==> src/rtl/data_deframer_pkg.sv <==
// Shared types and helpers for the TLAST-framed pixel deframer.
package data_deframer_pkg;

  typedef enum logic [1:0] {HUNT, PASS, DROP} state_e;

  localparam int PIXEL_W = 24;
  localparam int CNT_W   = 16;
  localparam int BEAT_W  = PIXEL_W + 2;

  typedef logic [CNT_W-1:0] cnt_t;

  // Pixel plus sideband as carried through the skid buffer: {tuser, tlast, tdata}.
  typedef struct packed {
    logic               tuser;
    logic               tlast;
    logic [PIXEL_W-1:0] tdata;
  } beat_t;

  function automatic cnt_t sat_inc(input cnt_t v);
    return (v == '1) ? v : v + cnt_t'(1);
  endfunction

endpackage

==> src/rtl/axis_skid_buffer.sv <==
// Two-entry AXI-Stream buffer; in_ready is a flop, so downstream ready never
// reaches the upstream ready combinationally.
module axis_skid_buffer #(
  parameter int DATA_W = 26
) (
  input  logic              clk,
  input  logic              rst_n,
  input  logic              in_valid,
  output logic              in_ready,
  input  logic [DATA_W-1:0] in_data,
  output logic              out_valid,
  input  logic              out_ready,
  output logic [DATA_W-1:0] out_data
);

  logic [DATA_W-1:0] mem [2];
  logic              wr_ptr;
  logic              rd_ptr;
  logic [1:0]        count;
  logic [1:0]        count_next;
  logic              push;
  logic              pop;

  assign push      = in_valid & in_ready;
  assign pop       = out_valid & out_ready;
  assign out_valid = (count != 2'd0);
  assign out_data  = mem[rd_ptr];

  always_comb begin
    count_next = count + {1'b0, push} - {1'b0, pop};
  end

  always_ff @(posedge clk or negedge rst_n) begin
    if (!rst_n) begin
      // NOTE: the two storage words are reset so out_data reads 0 during reset.
      mem[0]   <= '0;
      mem[1]   <= '0;
      wr_ptr   <= 1'b0;
      rd_ptr   <= 1'b0;
      count    <= 2'd0;
      in_ready <= 1'b0;
    end else begin
      if (push) begin
        mem[wr_ptr] <= in_data;
        wr_ptr      <= ~wr_ptr;
      end
      if (pop) rd_ptr <= ~rd_ptr;
      count    <= count_next;
      in_ready <= (count_next != 2'd2);
    end
  end

endmodule

==> src/rtl/data_deframer.sv <==
// Locks to TLAST frame boundaries, checks frame length, strips beats to 24-bit
// pixels with SOF/EOF sideband, and counts good, short and long frames.
module data_deframer
  import data_deframer_pkg::*;
#(
  parameter int C_S00_AXIS_TDATA_WIDTH = 32,
  parameter int FRAME_LEN_LOG2         = 16
) (
  input  logic                                pixel_clk,
  input  logic                                pixel_rstn,
  input  logic                                s00_axis_tvalid,
  output logic                                s00_axis_tready,
  input  logic                                s00_axis_tlast,
  input  logic [C_S00_AXIS_TDATA_WIDTH-1:0]   s00_axis_tdata,
  input  logic [C_S00_AXIS_TDATA_WIDTH/8-1:0] s00_axis_tstrb,
  output logic                                m00_axis_tvalid,
  input  logic                                m00_axis_tready,
  output logic [PIXEL_W-1:0]                  m00_axis_tdata,
  output logic                                m00_axis_tuser,
  output logic                                m00_axis_tlast,
  input  logic                                err_clear,
  output logic                                locked,
  output logic [CNT_W-1:0]                    frame_count,
  output logic [CNT_W-1:0]                    short_count,
  output logic [CNT_W-1:0]                    long_count
);

  localparam int CNT_BITS = (FRAME_LEN_LOG2 > 0) ? FRAME_LEN_LOG2 : 1;
  localparam logic [CNT_BITS-1:0] LAST_BEAT =
    CNT_BITS'((64'd1 << FRAME_LEN_LOG2) - 64'd1);

  state_e              state;
  logic [CNT_BITS-1:0] beat_cnt;
  logic                run_q;
  logic                skid_ready;
  logic                accept;
  logic                at_last;
  logic                push_valid;
  beat_t               push_beat;
  beat_t               pop_beat;
  logic                unused_in;

  assign unused_in = ^{s00_axis_tstrb, s00_axis_tdata[C_S00_AXIS_TDATA_WIDTH-1:PIXEL_W]};

  // run_q keeps tready low in reset and raises it on the first edge after release.
  assign s00_axis_tready = run_q & ((state != PASS) | skid_ready);
  assign accept          = s00_axis_tvalid & s00_axis_tready;
  assign at_last         = (beat_cnt == LAST_BEAT);
  assign push_valid      = (state == PASS) & s00_axis_tvalid & run_q;

  assign push_beat = '{tuser: (beat_cnt == '0),
                       tlast: s00_axis_tlast | at_last,
                       tdata: s00_axis_tdata[PIXEL_W-1:0]};

  axis_skid_buffer #(.DATA_W(BEAT_W)) u_skid (
    .clk       (pixel_clk),
    .rst_n     (pixel_rstn),
    .in_valid  (push_valid),
    .in_ready  (skid_ready),
    .in_data   (push_beat),
    .out_valid (m00_axis_tvalid),
    .out_ready (m00_axis_tready),
    .out_data  (pop_beat)
  );

  assign m00_axis_tdata = pop_beat.tdata;
  assign m00_axis_tuser = pop_beat.tuser;
  assign m00_axis_tlast = pop_beat.tlast;

  always_ff @(posedge pixel_clk or negedge pixel_rstn) begin
    if (!pixel_rstn) begin
      state       <= HUNT;
      beat_cnt    <= '0;
      run_q       <= 1'b0;
      locked      <= 1'b0;
      frame_count <= '0;
      short_count <= '0;
      long_count  <= '0;
    end else begin
      run_q <= 1'b1;
      case (state)
        HUNT, DROP: begin
          if (accept && s00_axis_tlast) begin
            state    <= PASS;
            locked   <= 1'b1;
            beat_cnt <= '0;
          end
        end
        PASS: begin
          if (accept) begin
            if (s00_axis_tlast) begin
              beat_cnt <= '0;
              if (at_last) frame_count <= frame_count + cnt_t'(1);
              else         short_count <= sat_inc(short_count);
            end else if (at_last) begin
              beat_cnt   <= '0;
              long_count <= sat_inc(long_count);
              state      <= DROP;
              locked     <= 1'b0;
            end else begin
              beat_cnt <= beat_cnt + CNT_BITS'(1);
            end
          end
        end
        default: begin
          state  <= HUNT;
          locked <= 1'b0;
        end
      endcase
      // NOTE: non-blocking assignments; the later clear overrides any increment above.
      if (err_clear) begin
        short_count <= '0;
        long_count  <= '0;
      end
    end
  end

endmodule

==> config.mk <==
export PLATFORM = sky130hd
export DESIGN_NAME = data_deframer
export DESIGN_NICKNAME = d
export VERILOG_FILES = /design/src/rtl/data_deframer_pkg.sv /design/src/rtl/axis_skid_buffer.sv /design/src/rtl/data_deframer.sv
export SDC_FILE = /design/constraint.sdc
export NUM_CORES = 1
export LEC_CHECK = 0
export ABC_AREA = 1
export ABC_CLOCK_PERIOD_IN_PS = 4700
export CORE_MARGIN = 2
export CORE_UTILIZATION = 45
export CTS_BUF_LIST = sky130_fd_sc_hd__clkbuf_4 sky130_fd_sc_hd__clkbuf_8
export DETAILED_ROUTE_END_ITERATION = 10
export GPL_TIMING_DRIVEN = 1
export PLACE_DENSITY = 0.73
export SLEW_MARGIN = 25
export SYNTH_ARGS = -nofsm -noshare
export SYNTH_HDL_FRONTEND = slang
export SYNTH_SLANG_ARGS = --single-unit
==> constraint.sdc <==
create_clock -name pixel_clk -period 4.7 [get_ports pixel_clk]
set_input_delay 0.94 -clock pixel_clk [delete_from_list [all_inputs] [get_ports pixel_clk]]
set_output_delay 0.94 -clock pixel_clk [all_outputs]
set_load 0.02 [all_outputs]
---- Word-level counts from Yosys, hierarchy flattened ----
Cells that the tools add are included.
W data, S select, Z words.
word-level totals
  bits of input ports ..................... 42
  output and inout port bits .............. 77
  bits in registers ....................... 125
  word-level logic and storage cells ...... 98
operators by class
  $add $sub $neg .......................... 6
  equal/unequal tests ..................... 15
  bitwise operators ....................... 12
  muxes and demuxes ....................... 33
  reductions and logical operators ........ 16
  $lt $le $gt $ge ......................... 3
operators by type and width
  operator                 count
  $mux W16                 16
  $mux W26                 4
  $add A16 B1 Y16 const B  4
  $bwmux W52               1
  $eq A16 B16 Y1 const B   3
  $pmux W16 S2             1
  $demux W26 S1            1
  $logic_not A16 Y1        1
  $ne A2 B2 Y1 const B     8
  $reduce_bool A2 Y1       6
  $reduce_and A5 Y1        2
  $mux W2                  4
  $reduce_and A4 Y1        2
  $and A1 B1 Y1            6
  $ge A2 B2 Y1 const B     2
  $mux W1                  4
  $ne A2 B1 Y1 const B     2
  $not A1 Y2               2
  $pmux W2 S2              1
  $reduce_and A3 Y1        1
  $add A2 B1 Y2            1
  $eq A2 B1 Y1 const B     1
  $eq A2 B2 Y1 const B     1
  $logic_and A1 B1 Y1      2
  other kinds (7)          9

---- Depth between registers and ports, before layout ----
  depth in word-level cells ............... 7
  mapped depth ............................ 11
  mapped depth without buffers ............ 10

---- Cells and area by module ----
A second synthesis with hierarchy kept.
unflattened totals
  cell total of the unflattened synthesis .. 939
  area total of the unflattened synthesis .. 6,964.2 um2
modules (own cells, without submodules)
  module            cells an instance  instances  area each (um2)  seq. area each (um2)
  data_deframer     629                1          4,349.2          1,701.6
  axis_skid_buffer  310                1          2,615.0          1,426.4

---- Worst setup path before layout ----
No wires, ideal clock.
  kind .................................... register to output
  from .................................... reg u_skid.rd_ptr
  to ...................................... out m00_axis_tdata[10]
  data arrival time ....................... 1,222 ps
  path buffers ............................ 2
  slack ................................... 2,538 ps
  data required time ...................... 3,760 ps
  cell stages (with the launch flop) ...... 6
  cell sequence ........................... dfrtp_1 clkbuf_1 clkinv_1 clkbuf_1 nand2_1 nand2_1
on the way
  longest elaborated chain between the ends .. 4
RTL lines
  what                                         line                    text
  start: declaration                           axis_skid_buffer.sv:18  logic rd_ptr;
  start signal: assignment                     axis_skid_buffer.sv:47  if (pop) rd_ptr <= ~rd_ptr;
  $not A1 Y2 (not written as such)             axis_skid_buffer.sv:27  assign out_data = mem[rd_ptr];
  $mux W26 (not written as such) (3 in a row)  axis_skid_buffer.sv:27
  end: declaration                             data_deframer.sv:18     output logic [PIXEL_W-1:0] m00_axis_tdata,
Every way passes these cells. The select of a mux whose other input is x is not followed.

---- Final worst setup path ----
  from .................................... reg u_skid.rd_ptr
  to ...................................... out m00_axis_tdata[21]
The elaborated chain is that of the path after synthesis.

==> impl_metrics.py <==
metrics = {
    "status": {
        "status": "finished, final reports clean",
    },
    "flow_run": {
        "maxCapViolCount": 0,
    },
    "yosys": {
        "synth_cells": 930,
        "synthesis.area_um2": 6849,
        "synth_cell_types": 35,
        "ys_ff_latch": 125,
        "yosysSeqAreaShare_pct": 45.67,
        "avgSynthCellArea_um2": 7.365,
        "yosysWarnings": 0,
        "synthesis.nets": 979,
    },
    "worst_setup_path": {
        "rrSetupSlack_ns": 2.79,
        "cp.arrival_ns": 2.31,
        "crit_required_ns": 3.76,
        "cp_max_fo": 26,
        "critPathBufInv": 2,
        "cp-start-kind": "register",
        "cp-end-kind": "output port",
        "critical_path.top_delay_family": "buffers and inverters",
        "slowest_stage": "clkinv_1",
        "cpMostUsedCell": "nand2_1",
        "path_cells": "clkinv_1 > nand2_1 > nand2_1 > clkdlybuf4s50_1",
        "slowest_delay_ns": 0.64,
        "worst-setup-path-type": "register to output port",
    },
    "sta": {
        "maxSlewViolCount": 0,
        "fmax_mhz": 308.1,
        "clock_skew_ns": 0.01787,
        "finalHoldViolCount": 0,
        "setup_viol": 0,
        "setup_tns_ns": 0,
        "fin_crit_sh_pct": 69.05,
        "maxSlewHeadroom_pct": 45.49,
        "fin_crit_ns": 3.245,
        "rsz0062_at_grt": "no",
        "tightest_slew_ns": 0.8126,
    },
    "layout": {
        "syn_to_final_growth_pct": 23.57,
        "multi_input_area_um2": 3174,
        "layout-drive-gt1-share_pct": 7.560,
        "num-nets-final": 1082,
        "layout.cells.non_filler": 1233,
        "register_area_um2": 3128,
        "diodes": 0,
        "postLayoutCoreUtil_pct": 56.30,
        "n_fill_cell": 1431,
    },
    "placed_design": {
        "gp_congestion": 0.8461,
        "io_buffer_count": 106,
        "hpwlAfterDp_mm": 10.24,
        "dpl.cell_count": 1202,
    },
    "grt": {
        "grt_pass1_vias": 5631,
        "grt_overflow_total": 0,
        "grt_max_degree": 70,
        "grt_util_all_layers_pct": 19.51,
        "antenna_found_initial": 0,
        "grt_pass1_wl_mm": 26.06,
    },
    "drt": {
        "drc_errors": 0,
        "vias": 6013,
        "drt-pass1-iter-count": 5,
        "drt.antenna.violating_nets": 0,
        "detail_route.vias_per_cell": 4.877,
        "wl_per_cell_um": 12.07,
        "drt-total-wl_mm": 14.88,
        "drt-initial-drc-count": 405,
    },
    "power_and_ir_drop": {
        "power_mw": 3.730,
        "p_leak_nw": 4.241,
        "peakVddDrop_mv": 0.1951,
        "power_density_nw_per_um2": 440.7,
    },
    "die": {
        "die_h_um": 127.4,
        "die_area_um2": 16220,
        "start_util_pct": 45.56,
        "rows": 45,
        "dieWidth_um": 127.4,
        "core-area_um2": 15030,
        "ios": 119,
    },
    "cts": {
        "hold_buffers": 0,
        "cts_resized": 0,
        "cts_made_buffers": 17,
        "cts.path.max_buffers": 2,
        "cts_tree": "yes",
        "cts_sinks": 125,
        "clkSlewWorstSetupHoldPaths_ns": 0.08,
        "post_cts_buffers": 0,
        "insertion_delay_ns": 0.44,
        "htreeDepth": 4,
        "cts_root_buf": "clkbuf_8",
    },
    "min_path": {
        "hold_path.class": "register to register",
    },
}
## Yosys cell counts (all sizes together)
| cell | n | share of area (%) |
|---|---|---|
| nand2 | 353 | 20 |
| dfrtp | 125 | 46 |
| inv | 104 | 5.7 |
| nor2 | 93 | 6.0 |
| nand3 | 79 | 6.1 |
| o21ai | 63 | 4.6 |
| xor2 | 25 | 3.2 |
| clkbuf | 19 | 1.0 |
| nor3 | 14 | 1.2 |
| nand4 | 10 | 1.1 |
| a21oi | 9 | 0.82 |
| buf | 8 | 1.1 |
| ha | 7 | 1.3 |
| xnor2 | 6 | 0.77 |
| clkinv | 3 | 0.16 |
| or2 | 3 | 0.27 |
| nand3b | 2 | 0.22 |
| nor4 | 2 | 0.18 |
| a21o | 1 | 0.11 |
| a31oi | 1 | 0.091 |
| and2 | 1 | 0.091 |
| conb | 1 | 0.055 |
| nor3b | 1 | 0.11 |
## metrics by stage
step                area [um2]  hold slack [ns]  setup WS (ns)
floorplan                 6849           0.4487          2.538
global placement          8048           0.4656          1.529
detailed placement        8048           0.4659          1.527
CTS                       8463           0.4888          1.412
global route              8463           0.5072          1.210
finish                    8463           0.4835          1.455
## area by class of cell
| cell class | instances | share of cell area, % |
|---|---|---|
| clock buffer | 17 | 2.765 |
| clock inverter | 14 | 2.144 |
| inverter | 107 | 4.746 |
| multi-input combinational | 671 | 37.51 |
| sequential | 125 | 36.96 |
| tap | 188 | 2.779 |
| timing repair buffer | 111 | 13.10 |
## state kept, by name, indices dropped and copies added (netlist names)
register,cells
beat_cnt,16
frame_count,16
locked,1
long_count,16
run_q,1
short_count,16
state,2
u_skid.count,2
u_skid.in_ready,1
u_skid.mem,52
u_skid.rd_ptr,1
u_skid.wr_ptr,1
## layer usage
metal	vias up	share of wire [%]	global-route usage [%]
met1	2771	49	26.09
met2	124	45	31.49
met4	0	2.1	7.628
met3	20	3.6	3.811
li1	3098	-	-
met5	-	0	0
## cell usage in the layout (no fill, tap or decap)
| cell type | count |
|---|---|
| or2_2 | 2 |
| clkinv_4 | 3 |
| clkinvlp_4 | 1 |
| nor2_2 | 5 |
| nand2_4 | 3 |
| clkbuf_8 | 17 |
| nor2_4 | 7 |
| dfrtp_1 | 125 |
| xnor2_1 | 6 |
| nand3_2 | 5 |
| nor3_1 | 13 |
| a31oi_1 | 1 |
| nand2_1 | 340 |
| nor2_1 | 81 |
| and2_1 | 1 |
| nand4_4 | 1 |
| a21oi_1 | 8 |
| nand4_1 | 9 |
| nor3b_1 | 1 |
| inv_2 | 7 |
| a21o_1 | 1 |
| nand3_1 | 74 |
| clkdlybuf4s50_1 | 105 |
| xor2_1 | 25 |
| o21ai_0 | 63 |
| ha_1 | 7 |
| clkinv_1 | 3 |
| nand2_2 | 10 |
| or2_1 | 1 |
| buf_4 | 5 |
| nand3b_1 | 2 |
| inv_1 | 97 |
| a21oi_4 | 1 |
| nor3_4 | 1 |
| buf_12 | 1 |
| conb_1 | 1 |
| clkinv_2 | 1 |
| inv_6 | 6 |
| bufinv_16 | 3 |
| nor4_1 | 2 |
## tightest hold or removal path, cell delays in order, from the launching register on
cell,delay [ns]
dfrtp_1,0.35
nand2_1,0.05
nand2_1,0.05
## cell families (layout without fill, tap and decap cells)
group	after synthesis	in the layout	share of synthesized area (%)
adders and majority gates	7	7	1.279
xor gates and xnor gates	31	31	3.964
buffers and inverters	134	249	7.983
DFF	125	125	45.67
and+or+nand+nor	558	558	35.42
AOI/OAI and AO/OA	74	74	5.627
other	1	1	0.05475
## power by group
part / internal (mW) / total [mW] / leakage (nW) / switching [mW]
registers: 1.33 / 1.47 / 1.64 / 0.141
clock network: 0.533 / 0.995 / 0.208 / 0.463
logic: 0.528 / 1.26 / 2.39 / 0.734
## path summary, 6_finish.rpt
check,from,to,cells after the start
worst max register to register,state[1],beat_cnt[5],9
worst min register to register,u_skid.mem[24],u_skid.mem[24],2
worst min-delay path,u_skid.mem[24],u_skid.mem[24],2
max in group asynchronous,pixel_rstn,u_skid.rd_ptr,2
worst max-delay path,u_skid.rd_ptr,m00_axis_tdata[21],4
min in group asynchronous,pixel_rstn,short_count[3],1
Power figures use the tool's default switching activity.
